==> src/rtl/fp_mul_normalize.sv <==
// Post-multiply normalize / round-to-nearest-even / pack stage of the single-precision multiplier.
// Four-state sequencer: one operation accepted every four cycles, result held until the next one.
module fp_mul_normalize (
    input  logic        clk,
    input  logic        reset,
    input  logic        in_valid,
    input  logic [47:0] prod,
    input  logic [7:0]  exp_a,
    input  logic [7:0]  exp_b,
    input  logic        sign_a,
    input  logic        sign_b,
    input  logic        nan_in,
    output logic [31:0] result,
    output logic        out_valid,
    output logic        busy,
    output logic        overrun
);

    typedef enum logic [1:0] {StIdle, StNorm, StRound, StPack} state_t;

    state_t             state_q, state_d;
    logic [47:0]        prod_q;
    logic [7:0]         exp_a_q, exp_b_q;
    logic               sign_q, nan_q;
    logic signed [9:0]  exp_q;
    logic [22:0]        mant_q;
    logic               guard_q, sticky_q;
    logic [31:0]        result_q;
    logic               out_valid_q, overrun_q;

    logic [9:0]         exp_sum;
    logic               round_up;
    logic [23:0]        mant_rnd;
    logic               a_inf, b_inf, a_zero, b_zero;
    logic [31:0]        pack_result;

    // Biased sum minus bias; two's-complement wrap makes negative results come out right.
    assign exp_sum  = {2'b00, exp_a} + {2'b00, exp_b} - 10'd127;
    assign round_up = guard_q & (sticky_q | mant_q[0]);
    assign mant_rnd = {1'b0, mant_q} + {23'h0, round_up};

    assign a_inf  = (exp_a_q == 8'hFF);
    assign b_inf  = (exp_b_q == 8'hFF);
    assign a_zero = (exp_a_q == 8'h00);
    assign b_zero = (exp_b_q == 8'h00);

    always_comb begin
        state_d = state_q;
        unique case (state_q)
            StIdle:  if (in_valid) state_d = StNorm;
            StNorm:  state_d = StRound;
            StRound: state_d = StPack;
            StPack:  state_d = StIdle;
            default: state_d = StIdle;
        endcase
    end

    // Special operands are judged on the captured exponents, never on the computed one.
    always_comb begin
        pack_result = {sign_q, exp_q[7:0], mant_q};
        if (nan_q || (a_inf && b_zero) || (b_inf && a_zero)) begin
            pack_result = 32'h7FC0_0000;
        end else if (a_inf || b_inf) begin
            pack_result = {sign_q, 8'hFF, 23'h0};
        end else if (a_zero || b_zero) begin
            pack_result = {sign_q, 31'h0};
        end else if (exp_q >= 10'sd255) begin
            pack_result = {sign_q, 8'hFF, 23'h0};
        end else if (exp_q <= 10'sd0) begin
            pack_result = {sign_q, 31'h0};
        end
    end

    always_ff @(posedge clk) begin
        if (reset) begin
            state_q <= StIdle;
        end else begin
            state_q <= state_d;
        end
    end

    always_ff @(posedge clk) begin
        if (reset) begin
            prod_q      <= 48'h0;
            exp_a_q     <= 8'h0;
            exp_b_q     <= 8'h0;
            sign_q      <= 1'b0;
            nan_q       <= 1'b0;
            exp_q       <= 10'sd0;
            mant_q      <= 23'h0;
            guard_q     <= 1'b0;
            sticky_q    <= 1'b0;
            result_q    <= 32'h0;
            out_valid_q <= 1'b0;
            overrun_q   <= 1'b0;
        end else begin
            out_valid_q <= 1'b0;
            overrun_q   <= in_valid && (state_q != StIdle);
            unique case (state_q)
                StIdle: begin
                    if (in_valid) begin
                        prod_q  <= prod;
                        exp_a_q <= exp_a;
                        exp_b_q <= exp_b;
                        sign_q  <= sign_a ^ sign_b;
                        nan_q   <= nan_in;
                        exp_q   <= exp_sum;
                    end
                end
                StNorm: begin
                    if (prod_q[47]) begin
                        mant_q   <= prod_q[46:24];
                        guard_q  <= prod_q[23];
                        sticky_q <= |prod_q[22:0];
                        exp_q    <= exp_q + 10'sd1;
                    end else begin
                        mant_q   <= prod_q[45:23];
                        guard_q  <= prod_q[22];
                        sticky_q <= |prod_q[21:0];
                    end
                end
                StRound: begin
                    // Carry out of the rounded mantissa means it rolled over to the next binade.
                    if (mant_rnd[23]) begin
                        mant_q <= 23'h0;
                        exp_q  <= exp_q + 10'sd1;
                    end else begin
                        mant_q <= mant_rnd[22:0];
                    end
                end
                StPack: begin
                    result_q    <= pack_result;
                    out_valid_q <= 1'b1;
                end
                default: ;
            endcase
        end
    end

    assign result    = result_q;
    assign out_valid = out_valid_q;
    assign busy      = (state_q != StIdle);
    assign overrun   = overrun_q;

endmodule

==> config.mk <==
export PLATFORM = sky130hd
export DESIGN_NAME = fp_mul_normalize
export DESIGN_NICKNAME = d
export VERILOG_FILES = /design/src/rtl/fp_mul_normalize.sv
export SDC_FILE = /design/constraint.sdc
export NUM_CORES = 1
export LEC_CHECK = 0
export ABC_CLOCK_PERIOD_IN_PS = 2600
export BUFFER_PORTS_ARGS = -buffer_cell sky130_fd_sc_hd__buf_2
export CAP_MARGIN = 10
export CORE_MARGIN = 2
export CORE_UTILIZATION = 30
export CTS_CLUSTER_SIZE = 30
export DETAILED_ROUTE_END_ITERATION = 16
export PLACE_DENSITY = 0.58
export SYNTH_ARGS = -nofsm -noshare
export SYNTH_HDL_FRONTEND = slang
export SYNTH_SLANG_ARGS = --single-unit
==> constraint.sdc <==
create_clock -name clk -period 2.6 [get_ports clk]
set_input_delay 0.78 -clock clk [delete_from_list [all_inputs] [get_ports clk]]
set_output_delay 0.78 -clock clk [all_outputs]
set_load 0.02 [all_outputs]
# --- After elaboration in Yosys (flattened, before gate mapping) ---
# Index checks and enable logic that the tools add are counted.
word_totals:
  reg_bits: 137
  output_inout_bits: 35
op_classes:
  n_addsub: 4
  magnitude_cmp: 2
  eq_ne: 8
  mux: 17
  bitwise_logic: 3
  reduce_logical: 17
op_table:
  columns: ["operator", "n"]
  rows:
  - ["$mux W31", 4]
  - ["$mux W23", 2]
  - ["$pmux W23 S2", 1]
  - ["$mux W32", 1]
  - ["$mux W10", 3]
  - ["$pmux W10 S3", 1]
  - ["$add A23 B1 Y24", 1]
  - ["$reduce_or A23 Y1", 1]
  - ["$reduce_or A22 Y1", 1]
  - ["$eq A8 B8 Y1 const B", 2]
  - ["$logic_not A8 Y1", 2]
  - ["$add A10 B2 Y10 const B", 1]
  - ["$ge A10 B9 Y1 const B", 1]
  - ["$le A10 B1 Y1 const B", 1]
  - ["$sub A9 B7 Y10 const B", 1]
  - ["$add A8 B8 Y9", 1]
  - ["$pmux W2 S4", 1]
  - ["$ne A2 B2 Y1 const B", 3]
  - ["$eq A2 B2 Y1 const B", 2]
  - ["$logic_or A1 B1 Y1", 4]
  - ["$reduce_and A4 Y1", 1]
  - ["$reduce_bool A2 Y1", 2]
  - ["$logic_and A1 B1 Y1", 3]
  - ["$mux W1", 3]
  - ["other kinds (8)", 8]

# --- Logic depth before layout (Yosys ltp) ---
# Gate-level depths: netlist of run 1.
depth:
  ltp_word: 6
  ltp_mapped: 11

# --- Least setup slack after synthesis of run 1 ---
# Ideal clock, no wire load.
synth_path:
  path_type: "input -> register"
  start: "input port exp_a[1]"
  end: "register exp_q[7]"
  setup_ps: 132
  t_arrival_ps: 2531
  required_time_ps: 2468
  setup_slack_ps: -64
  stages: 9
  n_path_buf: 0
  cell_sequence: "ha_1 > ha_1 > fa_1 > a211oi_1 > o21bai_1 > a21o_1 > xor2_1 > a22oi_1 > a21oi_1"
synth_between:
  elab_chain_cells: 4
synth_rtl:
  columns: ["item", "line_no", "rtl"]
  rows:
  - ["start: declaration", "8", "input logic [7:0] exp_a,"]
  - ["$add A8 B8 Y9", "38", "assign exp_sum = {2'b00, exp_a} + {2'b00, exp_b} - 10'd127;"]
  - ["$sub A9 B7 Y10", "38", null]
  - ["$mux W10", "101", "if (in_valid) begin"]
  - ["$pmux W10 S3", "99", "unique case (state_q)"]
  - ["end signal: assignment", "107", "exp_q <= exp_sum;"]
  - ["end signal: assignment", "115", "exp_q <= exp_q + 10'sd1;"]
  - ["end signal: assignment", "126", "exp_q <= exp_q + 10'sd1;"]
  - ["end: declaration", "25", "logic signed [9:0] exp_q;"]
# Every way passes these cells. The select of a mux whose other input is x is not followed.
# A chain may end at the register's enable or synchronous reset.

# --- Worst setup path in the final report of run 1 ---
layout_path:
  start: "register mant_q[0]"
  end: "register exp_q[2]"
layout_between:
  elab_chain_cells: 5
layout_rtl:
  columns: ["item", "line_no", "rtl"]
  rows:
  - ["start: declaration", "26", "logic [22:0] mant_q;"]
  - ["start signal: assignment", "112", "mant_q <= prod_q[46:24];"]
  - ["start signal: assignment", "117", "mant_q <= prod_q[45:23];"]
  - ["start signal: assignment", "128", "mant_q <= mant_rnd[22:0];"]
  - ["$or A1 B1 Y1", "39", "assign round_up = guard_q & (sticky_q | mant_q[0]);"]
  - ["$and A1 B1 Y1", "39", null]
  - ["$add A23 B1 Y24 *", "40", "assign mant_rnd = {1'b0, mant_q} + {23'h0, round_up};"]
  - ["$ne A2 B2 Y1 (no line) *", null, null]
  - ["$reduce_and A4 Y1 (no line) *", null, null]
# Every way passes the cells marked *; elsewhere a longest branch is shown, timed or not.

==> summary.md, run 1 <==
| Metric | Value |
|---|---|
| First-pass GRT wire length | 30400 um |
| CTS Buf Count | 17 |
| Die width | 153 um |
| CTS tree | built |
| Largest fanout on the critical path | 7 |
| Port-buffer cells | about 100 |
| Worst r2r src | mant_q[0]$_SDFFE_PP0N_ |
| Seq/Total Area, Yosys | 0.410 |
| VDD IR-drop max | between 400 and 500 uV |
| Drt drc | 0 |
| Dpl cells | roughly 1200 |
| Worst setup path startpoint | mant_q[0]$_SDFFE_PP0N_ |
| Commonest cells post-synth | 170 x nand2_1, 137 x dfxtp_1, 124 x a21oi_1 |
| Total GRT Usage | 0.157 |
| Worst-skew pair later-pin latency | 0.43 ns |
| IO Count | 105 |
| Worst Hold Launch | nan_q$_SDFFE_PP0P_ |
| Layout Skew | 0.0158 ns |
| GP Congestion | about 0.85 |
| Critical Path End Type | flop |
| R2R cell count | 8 |
| Die footprint | around 0.023 mm2 |
| Synth async-reset ratio | 0 |
| Post-synth EDFFs | 0 |
| Layout area overhead | 24.2% |
| Pin count of the biggest net entering global routing | 66 |
| DP HPWL | 13300 um |
| Final nets | between 1000 and 1500 |
| TritonCTS Sinks | 137 |
| Top-count cell post-synth | nand2_1 |
| Vias in the first global route | 5921 |
| CTS root buf | clkbuf_16 |
| Req. time, crit path | between 2 and 3 ns |
| Drt first pass iters | 4 |
| FF+latch count, synth | approximately 140 |
| Clk slew on worst S/H paths | about 0.070 ns |
| Vias | between 6000 and 7000 |
| Final WS setup | 0.152 ns |
| Initial core utilization | 0.306 |
| Final setup viols | 0 |
| Post-synth top flop | dfxtp_1 |
| WS Path Type | flop to flop |
| DRT antenna net count | 0 |
| Final Util | 0.380 |
| # rows | between 50 and 60 |
| Max-cap violation count | 0 |
| H-tree depth | 4 |
| Peak Freq | 408 MHz |
| Yosys cell types | between 60 and 70 |
| Synth Warn # | 0 |
| Leak | approximately 3.3 nW |
| Worst Max-Slew Pin Slew | around 0.68 ns |
| Status | finished clean |
| Setup TNS | 0 ns |
| RSZ-0062 raised after global routing | no |
| Clk buf depth | 2 |
| Avg WL per Cell | ~15 um |
| R2R Setup Slk | 0.15 ns |
| DR iter-0 viols | 506 |
| Post-CTS Hold Fix Bufs | 0 |
| Total wire length | 18400 um |
| Cell type with the highest aggregate area in the netlist | dfxtp_1 |
| Syn nets | approximately 940 |
| Tcrit/Tclk final | 0.942 |
| Post-CTS Setup Bufs | 0 |
| Tmin final | 2.45 ns |
| Critical Path Sink | exp_q[2]$_SDFFE_PP0P_ |
| Vias per cell | 4.94 |
| Slew margin rel. | 0.549 |
| RR Endpoint | exp_q[2]$_SDFFE_PP0P_ |
| Hold Fails Final Rpt | 0 |
| Antenna violations before repair | 1 |
| Mapped cell area | about 0.0067 mm2 |
| Hold crit path type | flop to flop |
| Setup WS pre-CTS | -0.201 ns |
| Core area | between 0.02 and 0.025 mm2 |
| Layout cell share with drive strength beyond 1 | 0.207 |
| Pwr/cell area | about 1000 mW/mm2 |
| CP Data Arrival Time | about 2.7 ns |
| Avg Inst Size Synth | 7.87 um2 |
| Worst setup SP type | flop |
| Proportion of netlist area held by the largest area contributor | 0.410 |
| Die height | approximately 150 um |
| GRT overflow | 0 |
| Cells after Synth | between 800 and 900 |
| Synth top area cells | dfxtp_1 41%, nand2_1 9.5%, a21oi_1 9.3% |
| Non-Filler Instances | approximately 1300 |
| Tot Pwr | ~0.0084 W |
| Final Max Slew Viols | 0 |
[through the flow]
step | cell area (um2) | hold WS (ns)
after floorplan | 6690 | 0.431
after global placement | 7710 | 0.440
after global routing | 8300 | 0.479
final | 8300 | 0.455
after detailed placement | 7710 | 0.448
after CTS | 8300 | 0.457
[power breakdown]
part | internal, W | switching, W
Combinational | 0.00121 | 0.00191
Sequential | 0.00248 | 0.000352
Clock | 0.00143 | 0.000998
[how the worst min path moves through the flow]
stage	end	slack [ns]	cells after the start
3_3_place_gp	nan_q$_SDFFE_PP0P_	0.44	2
5_1_grt	prod_q[46]$_SDFFE_PP0P_	0.48	2
4_1_cts	nan_q$_SDFFE_PP0P_	0.46	2
2_1_floorplan	nan_q$_SDFFE_PP0P_	0.43	2
6_report	nan_q$_SDFFE_PP0P_	0.46	2
3_5_place_dp	nan_q$_SDFFE_PP0P_	0.45	2
[layout by cell type (no fill, tap or decap), types with 17 or more instances in the layout]
cell type,synthesis,layout
a21oi_1,124,124
buf_2,2,103
buf_4,1,39
clkbuf_16,0,17
dfxtp_1,137,137
ha_1,24,23
inv_1,22,22
mux2i_1,19,19
nand2_1,170,169
nor2_1,70,70
nor2b_1,27,27
o21ai_0,30,29
[per-layer routing]
layer / wire length, um / track usage / part of all wire
met1: 9500 / 0.229 / 0.52
met2: 7610 / 0.227 / 0.41
met3: 1050 / 0.0352 / 0.057
met4: 234 / 0.0529 / 0.013
met5: 0 / 0 / 0
[logic make-up after synthesis]
group | Yosys count | synth area share
and+or+nand+nor | 357 | 0.254
AOI/OAI and AO/OA | 221 | 0.192
DFF | 137 | 0.410
buffers and inverters | 75 | 0.0453
muxes | 27 | 0.0419
adders and majority gates | 25 | 0.0479
xor gates and xnor gates | 7 | 0.00917
[flip-flops by register name, indices dropped and copies added, names as in the netlist]
register and count:
prod_q 48, result 32, mant_q 23, exp_q 10
exp_a_q 8, exp_b_q 8, state_q 2, guard_q 1
nan_q 1, out_valid 1, overrun 1, sign_q 1
sticky_q 1
[critical path: stages (launching register included)]
cell	delay, ns
dfxtp_1	0.38
o21a_1	0.15
ha_1	0.19
nand3_2	0.10
or4_4	0.56
o21ai_1	0.34
nand2b_1	0.26
a22oi_1	0.25
o22ai_1	0.09
[layout make-up]
type | count | area, um2
Inverter | 22 | 82.6
Fill cell | 2323 | 13500
Antenna cell | 1 | 2.50
Sequential cell | 137 | 2740
Timing Repair Buffer | 145 | 868
Multi-Input combinational cell | 637 | 3660
Clock inverter | 15 | 165
Tap cell | 280 | 350
Clock buffer | 17 | 425
[repair_timing]
| item | 4_1_cts | 5_1_grt |
|---|---|---|
| gates resized for setup | 1 | 0 |
| endpoints found under the hold margin | 0 | 0 |
| endpoints found under the setup margin | 5 | 0 |
Power figures use the tool's default switching activity.
==> run 2: changes to the inputs <==
CORE_ASPECT_RATIO = 0.75   (was unset)
==> run 2 against run 1 <==
Via count increased by 0.47%. Maximum frequency increased by 1.2%. Largest power group unchanged. Die area about the same. Sequential share of layout area about the same. Clock-buffer cell count increased by 3. Critical endpoint is now mant_q[12]$_SDFFE_PP0N_.
==> summary.md, run 2 (same netlist as run 1, synthesis figures left out) <==
| Metric | Value |
|---|---|
| Tcrit/Tclk final | 0.931 |
| Layout cell share with drive strength beyond 1 | 0.202 |
| Vias per cell | between 4 and 5 |
| DR iter-0 viols | ~460 |
| Die height | around 130 um |
| Clk slew on worst S/H paths | approximately 0.06 ns |
| IO Count | between 100 and 150 |
| CP Data Arrival Time | around 2.7 ns |
| Placed cell area | approximately 0.0077 mm2 |
| Max reg flops | 48 |
| CTS tree | built |
| WS Path Type | flop to flop |
| Worst Hold Launch | nan_q$_SDFFE_PP0P_ |
| Pin count of the biggest net entering global routing | 46 |
| GP Congestion | approximately 0.86 |
| H-tree depth | 4 |
| Total wire length | ~19000 um |
| Slowest stage cell, crit path | or4_4 |
| Max stage delay on crit path | approximately 0.57 ns |
| Peak Freq | between 400 and 500 MHz |
| Hold crit path type | flop to flop |
| Layout Skew | ~0.0075 ns |
| Worst Max-Slew Pin Slew | around 0.56 ns |
| Total GRT Usage | 0.166 |
| Layout area overhead | 24.1% |
| RSZ-0062 raised after global routing | no |
| Post-CTS Hold Fix Bufs | 0 |
| Worst r2r src | mant_q[0]$_SDFFE_PP0N_ |
| Critical Path End Type | flop |
| Initial core utilization | 0.304 |
| DP HPWL | approximately 14000 um |
| Final instance area | 0.00829 mm2 |
| Most common cell after layout, fill and taps aside | nand2_1 |
| Pwr/cell area | around 1000 mW/mm2 |
| Vias | 6230 |
| Leak | 3.31 nW |
| Cell family with most CP delay | compound AO/OA/AOI/OAI gates |
| Die footprint | about 0.024 mm2 |
| Clk buf depth | 2 |
| Status | finished clean |
| WHS Endpoint | nan_q$_SDFFE_PP0P_ |
| First-pass GRT wire length | ~31000 um |
| Largest fanout on the critical path | 7 |
| Final nets | between 1000 and 1500 |
| Final setup viols | 0 |
| VDD IR-drop max | approximately 490 uV |
| Avg WL per Cell | between 15 and 20 um |
| R2R Setup Slk | 0.18 ns |
| WP depth | 9 |
| Drt drc | 0 |
| # rows | 47 |
| Hold Fails Final Rpt | 0 |
| Final Max Slew Viols | 0 |
| Port-buffer cells | between 100 and 150 |
| Req. time, crit path | about 2.9 ns |
| R2R cell count | 9 |
| Tmin final | between 2 and 2.5 ns |
| Most frequent cells in the layout | 168 x nand2_1, 137 x dfxtp_1, 124 x a21oi_1 |
| Antenna violations before repair | 0 |
| Core area | around 0.022 mm2 |
| Die width | approximately 180 um |
| Worst hold stages | 2 |
| Worst Path Buf+Inv | 1 |
| CP Cell Sequence | o21a_1 > ha_1 > nand3_2 > or4_4 > o21a_2 > buf_4 > a31o_2 > a21oi_1 > nor2_1 |
| CTS Buf Count | 17 |
| CTS root buf | clkbuf_16 |
| Vias in the first global route | 5861 |
| Worst setup SP type | flop |
| Final Util | 0.377 |
| Antenna diodes | 0 |
| Max-cap violation count | 0 |
| RR Endpoint | mant_q[12]$_SDFFE_PP0N_ |
| GRT overflow | 0 |
| Drt first pass iters | 6 |
| Worst-skew pair later-pin latency | around 0.42 ns |
| Slew margin rel. | 0.623 |
| TritonCTS Sinks | between 100 and 150 |
| DRT antenna net count | 0 |
| Top reg by flops | prod_q |
-- run 2: cell types whose count changed in the layout (fill, tap and decap cells not counted), moves of 2 or more --
cell,delta
buf_4,-6
clkinv_2,+2
clkbuf_1,+2
clkinv_4,-2
inv_6,-5
bufinv_16,+2
-- run 2: report_power, final --
group	switching (W)	leakage, nW	total, W	internal [W]
Clock	0.000937	0.292	0.00256	0.00162
Combinational	0.00196	1.90	0.00312	0.00115
Sequential	0.000352	1.12	0.00283	0.00248
-- run 2: worst max path at each step --
stage | startpoint | end | slack, ns
after global routing | mant_q[0]$_SDFFE_PP0N_ | mant_q[22]$_SDFFE_PP0N_ | 0.04
after global placement | exp_a[1] | exp_q[7]$_SDFFE_PP0P_ | -0.13
final | mant_q[0]$_SDFFE_PP0N_ | mant_q[12]$_SDFFE_PP0N_ | 0.18
after floorplan | exp_a[1] | exp_q[7]$_SDFFE_PP0P_ | 0.03
after CTS | state_q[1]$_SDFFE_PP0N_ | result[6]$_SDFFE_PP0P_ | 0.06
after detailed placement | exp_a[1] | exp_q[7]$_SDFFE_PP0P_ | -0.14
-- run 2: through the flow --
step / hold WS (ns) / setup TNS, ns / std cells / power [W] / worst slack (ns)
2_1_floorplan: 0.431 / 0 / 849 / 0.00494 / 0.0307
3_3_place_gp: 0.443 / -0.260 / 1228 / 0.00593 / -0.131
3_5_place_dp: 0.444 / -0.291 / 1228 / 0.00596 / -0.137
4_1_cts: 0.452 / 0 / 1260 / 0.00854 / 0.0617
5_1_grt: 0.474 / 0 / 1261 / 0.00905 / 0.0361
6_report: 0.448 / 0 / 1261 / 0.00851 / 0.180
-- run 2: tightest hold or removal path: stages (launching register included) --
cell     delay (ns)
dfxtp_1        0.30
nand2_1        0.05
a21oi_1        0.05
-- run 2: metal layers --
metal	up-vias	GRT usage	wire, um
met5	-	0	0
met1	2888	0.250	10000
met3	17	0.0365	916
met4	0	0.0473	210
li1	3175	-	-
met2	150	0.235	7880
-- run 2: final cells by class --
class                   count  area, um2
fillers                  2346      13700
clock inverters            12        174
flip-flops and latches    137       2740
multi-input cells         637       3670
inverters                  22       82.6
repair buffers            139        815
well taps                 294        368
clock buffers              20        447
-- run 2: what timing repair did --
item	in CTS	in global routing
buffers inserted	0	0
setup endpoints to repair	0	4
resized for setup	0	3
==> run 3: changes to the inputs <==
BUFFER_PORTS_ARGS = unset   (was -buffer_cell sky130_fd_sc_hd__buf_2)
DONT_BUFFER_PORTS = 1   (was unset)
PLACE_DENSITY = 0.54   (was 0.58)
==> run 3 against run 2 <==
Sequential power is 1% higher. Combinational power shrank 3%. Global-route usage increased by 0.24 points. Total power is essentially flat. Sequential share of layout area rose by 2.2 points. Largest power group unchanged.
==> summary.md, run 3 (same netlist as run 1, synthesis figures left out) <==
| Metric | Value |
|---|---|
| Post-CTS Hold Fix Bufs | 0 |
| Layout cell share with drive strength beyond 1 | 0.105 |
| Hold crit path type | input pin to flop |
| CTS root buf | clkbuf_16 |
| Worst Max-Slew Pin Slew | 0.492 ns |
| Tcrit/Tclk final | 0.946 |
| Vias | a little under 6000 |
| Total GRT Usage | 0.168 |
| Cell internal pwr | 0.00528 W |
| CP Cell Sequence | o21a_1 > ha_1 > nand3_2 > or4_4 > o21a_2 > buf_4 > a31o_2 > a21oi_1 > nor2_1 |
| Final Util | 0.354 |
| Status | finished clean |
| Final Max Slew Viols | 0 |
| Peak Freq | 406 MHz |
| Tmin final | roughly 2.5 ns |
| Final nets | between 900 and 1000 |
| Critical Path End Type | flop |
| GP Congestion | 0.855 |
| VDD IR-drop max | 568 uV |
| NetSw | 0.00322 W |
| Slowest stage cell, crit path | or4_4 |
| CTS tree | built |
| First-pass GRT wire length | roughly 31000 um |
| Avg WL per Cell | 16.6 um |
| Dpl cells | 1122 |
| RSZ-0062 raised after global routing | no |
| Clock power share | 0.308 |
| # rows | between 40 and 50 |
| DP HPWL | around 13000 um |
| Die height | 133 um |
| Final setup viols | 0 |
| Vias in the first global route | ~5600 |
| Vias per cell | between 5 and 6 |
| Layout area overhead | 16.4% |
| Max stage delay on crit path | between 0.5 and 0.6 ns |
| IO Count | approximately 110 |
| Leak | roughly 2.9 nW |
| Core area | ~0.022 mm2 |
| Worst setup SP type | flop |
| CP Data Arrival Time | around 2.8 ns |
| Layout Skew | between 0.01 and 0.015 ns |
| Max-cap violation count | 0 |
| Clk slew on worst S/H paths | about 0.060 ns |
| Port-buffer cells | 0 |
| Top reg by flops | prod_q |
| Die width | 176 um |
| Pin count of the biggest net entering global routing | roughly 140 |
| Post_cts resized | 0 |
| Drt drc | 0 |
| Pwr/cell area | around 1100 mW/mm2 |
| Initial core utilization | 0.304 |
| Antenna diodes | 0 |
| DRT antenna net count | 0 |
| Tot Pwr | around 0.0085 W |
| Largest fanout on the critical path | 8 |
| Hold Fails Final Rpt | 0 |
| Req. time, crit path | a little under 3 ns |
| Antenna violations before repair | 0 |
| GRT overflow | 0 |
| Post-CTS Setup Bufs | 0 |
| Slew margin rel. | 0.672 |
| Drt first pass iters | 7 |
| Sw Ratio | 0.379 |
| H-tree depth | 4 |
| DR iter-0 viols | approximately 490 |
| Sequential power share | 0.337 |
| Max reg flops | between 40 and 50 |
| Gate power share | 0.355 |
| CTS Buf Count | 17 |
| TritonCTS Sinks | 137 |
| Final instance area | roughly 0.0078 mm2 |
| Total wire length | between 15000 and 20000 um |
| Most frequent cells in the layout | 168 x nand2_1, 137 x dfxtp_1, 124 x a21oi_1 |
| Most common cell after layout, fill and taps aside | nand2_1 |
| Non-Filler Instances | 1155 |
| WS Path Type | flop to flop |
| Setup TNS | 0 ns |
| Die footprint | roughly 0.024 mm2 |
| Clk buf depth | 2 |
| Placed cell area | roughly 0.007 mm2 |
| Worst-skew pair later-pin latency | 0.43 ns |
-- run 3: cell types whose count changed in the layout (fill, tap and decap cells not counted) --
| cell | before | now |
|---|---|---|
| clkinvlp_4 | 4 | 1 |
| nor3_4 | 0 | 1 |
| clkbuf_8 | 1 | 3 |
| nor3_2 | 1 | 0 |
| buf_2 | 103 | 0 |
| clkinv_4 | 1 | 3 |
| clkbuf_1 | 2 | 1 |
| buf_4 | 33 | 30 |
-- run 3: final timing paths --
check | from | endpoint | slack [ns] | depth (start not counted)
max | mant_q[0]$_SDFFE_PP0N_ | mant_q[12]$_SDFFE_PP0N_ | 0.14 | 9
min | reset | exp_b_q[3]$_SDFFE_PP0P_ | 0.43 | 1
max reg2reg | mant_q[0]$_SDFFE_PP0N_ | mant_q[12]$_SDFFE_PP0N_ | 0.14 | 9
min reg2reg | prod_q[14]$_SDFFE_PP0P_ | prod_q[14]$_SDFFE_PP0P_ | 0.45 | 2
-- run 3: power by group through the flow --
| stage | Combinational [W] | Sequential, W | Clock [W] |
|---|---|---|---|
| floorplan | 0.00215 | 0.00280 | 0 |
| global placement | 0.00295 | 0.00290 | 0 |
| detailed placement | 0.00297 | 0.00291 | 0 |
| CTS | 0.00299 | 0.00286 | 0.00268 |
| global route | 0.00338 | 0.00292 | 0.00276 |
| finish | 0.00302 | 0.00287 | 0.00262 |
-- run 3: per-layer routing --
layer  global-route usage  routed length (um)  share of wire  vias up
met5                    0                   0              0        -
met4               0.0482                 159         0.0083        0
met3               0.0559                1670          0.087       16
met2                0.221                7440           0.39      176
met1                0.255                9850           0.52     2781
li1                     -                   -              -     2984
-- run 3: critical path: cells and delay by family (launching register included) --
| kind | cells | cell delay, ns |
|---|---|---|
| compound gates | 4 | 0.84 |
| fa+ha+maj | 1 | 0.19 |
| flops | 1 | 0.39 |
| simple gates | 3 | 0.72 |
| buf+inv | 1 | 0.20 |
-- run 3: metrics by stage --
stage,hold WS [ns],setup WS [ns]
global placement,0.439,-0.0114
floorplan,0.431,0.0307
global route,0.411,0.0185
finish,0.428,0.139
CTS,0.400,0.0480
detailed placement,0.442,-0.0301
-- run 3: cell type report --
type	instances	area, um2
fill	2322	14200
multi-input combinational	637	3670
sequential	137	2740
clock buffer	21	470
tap	294	368
timing repair buffer	33	277
clock inverter	11	169
inverter	22	82.6
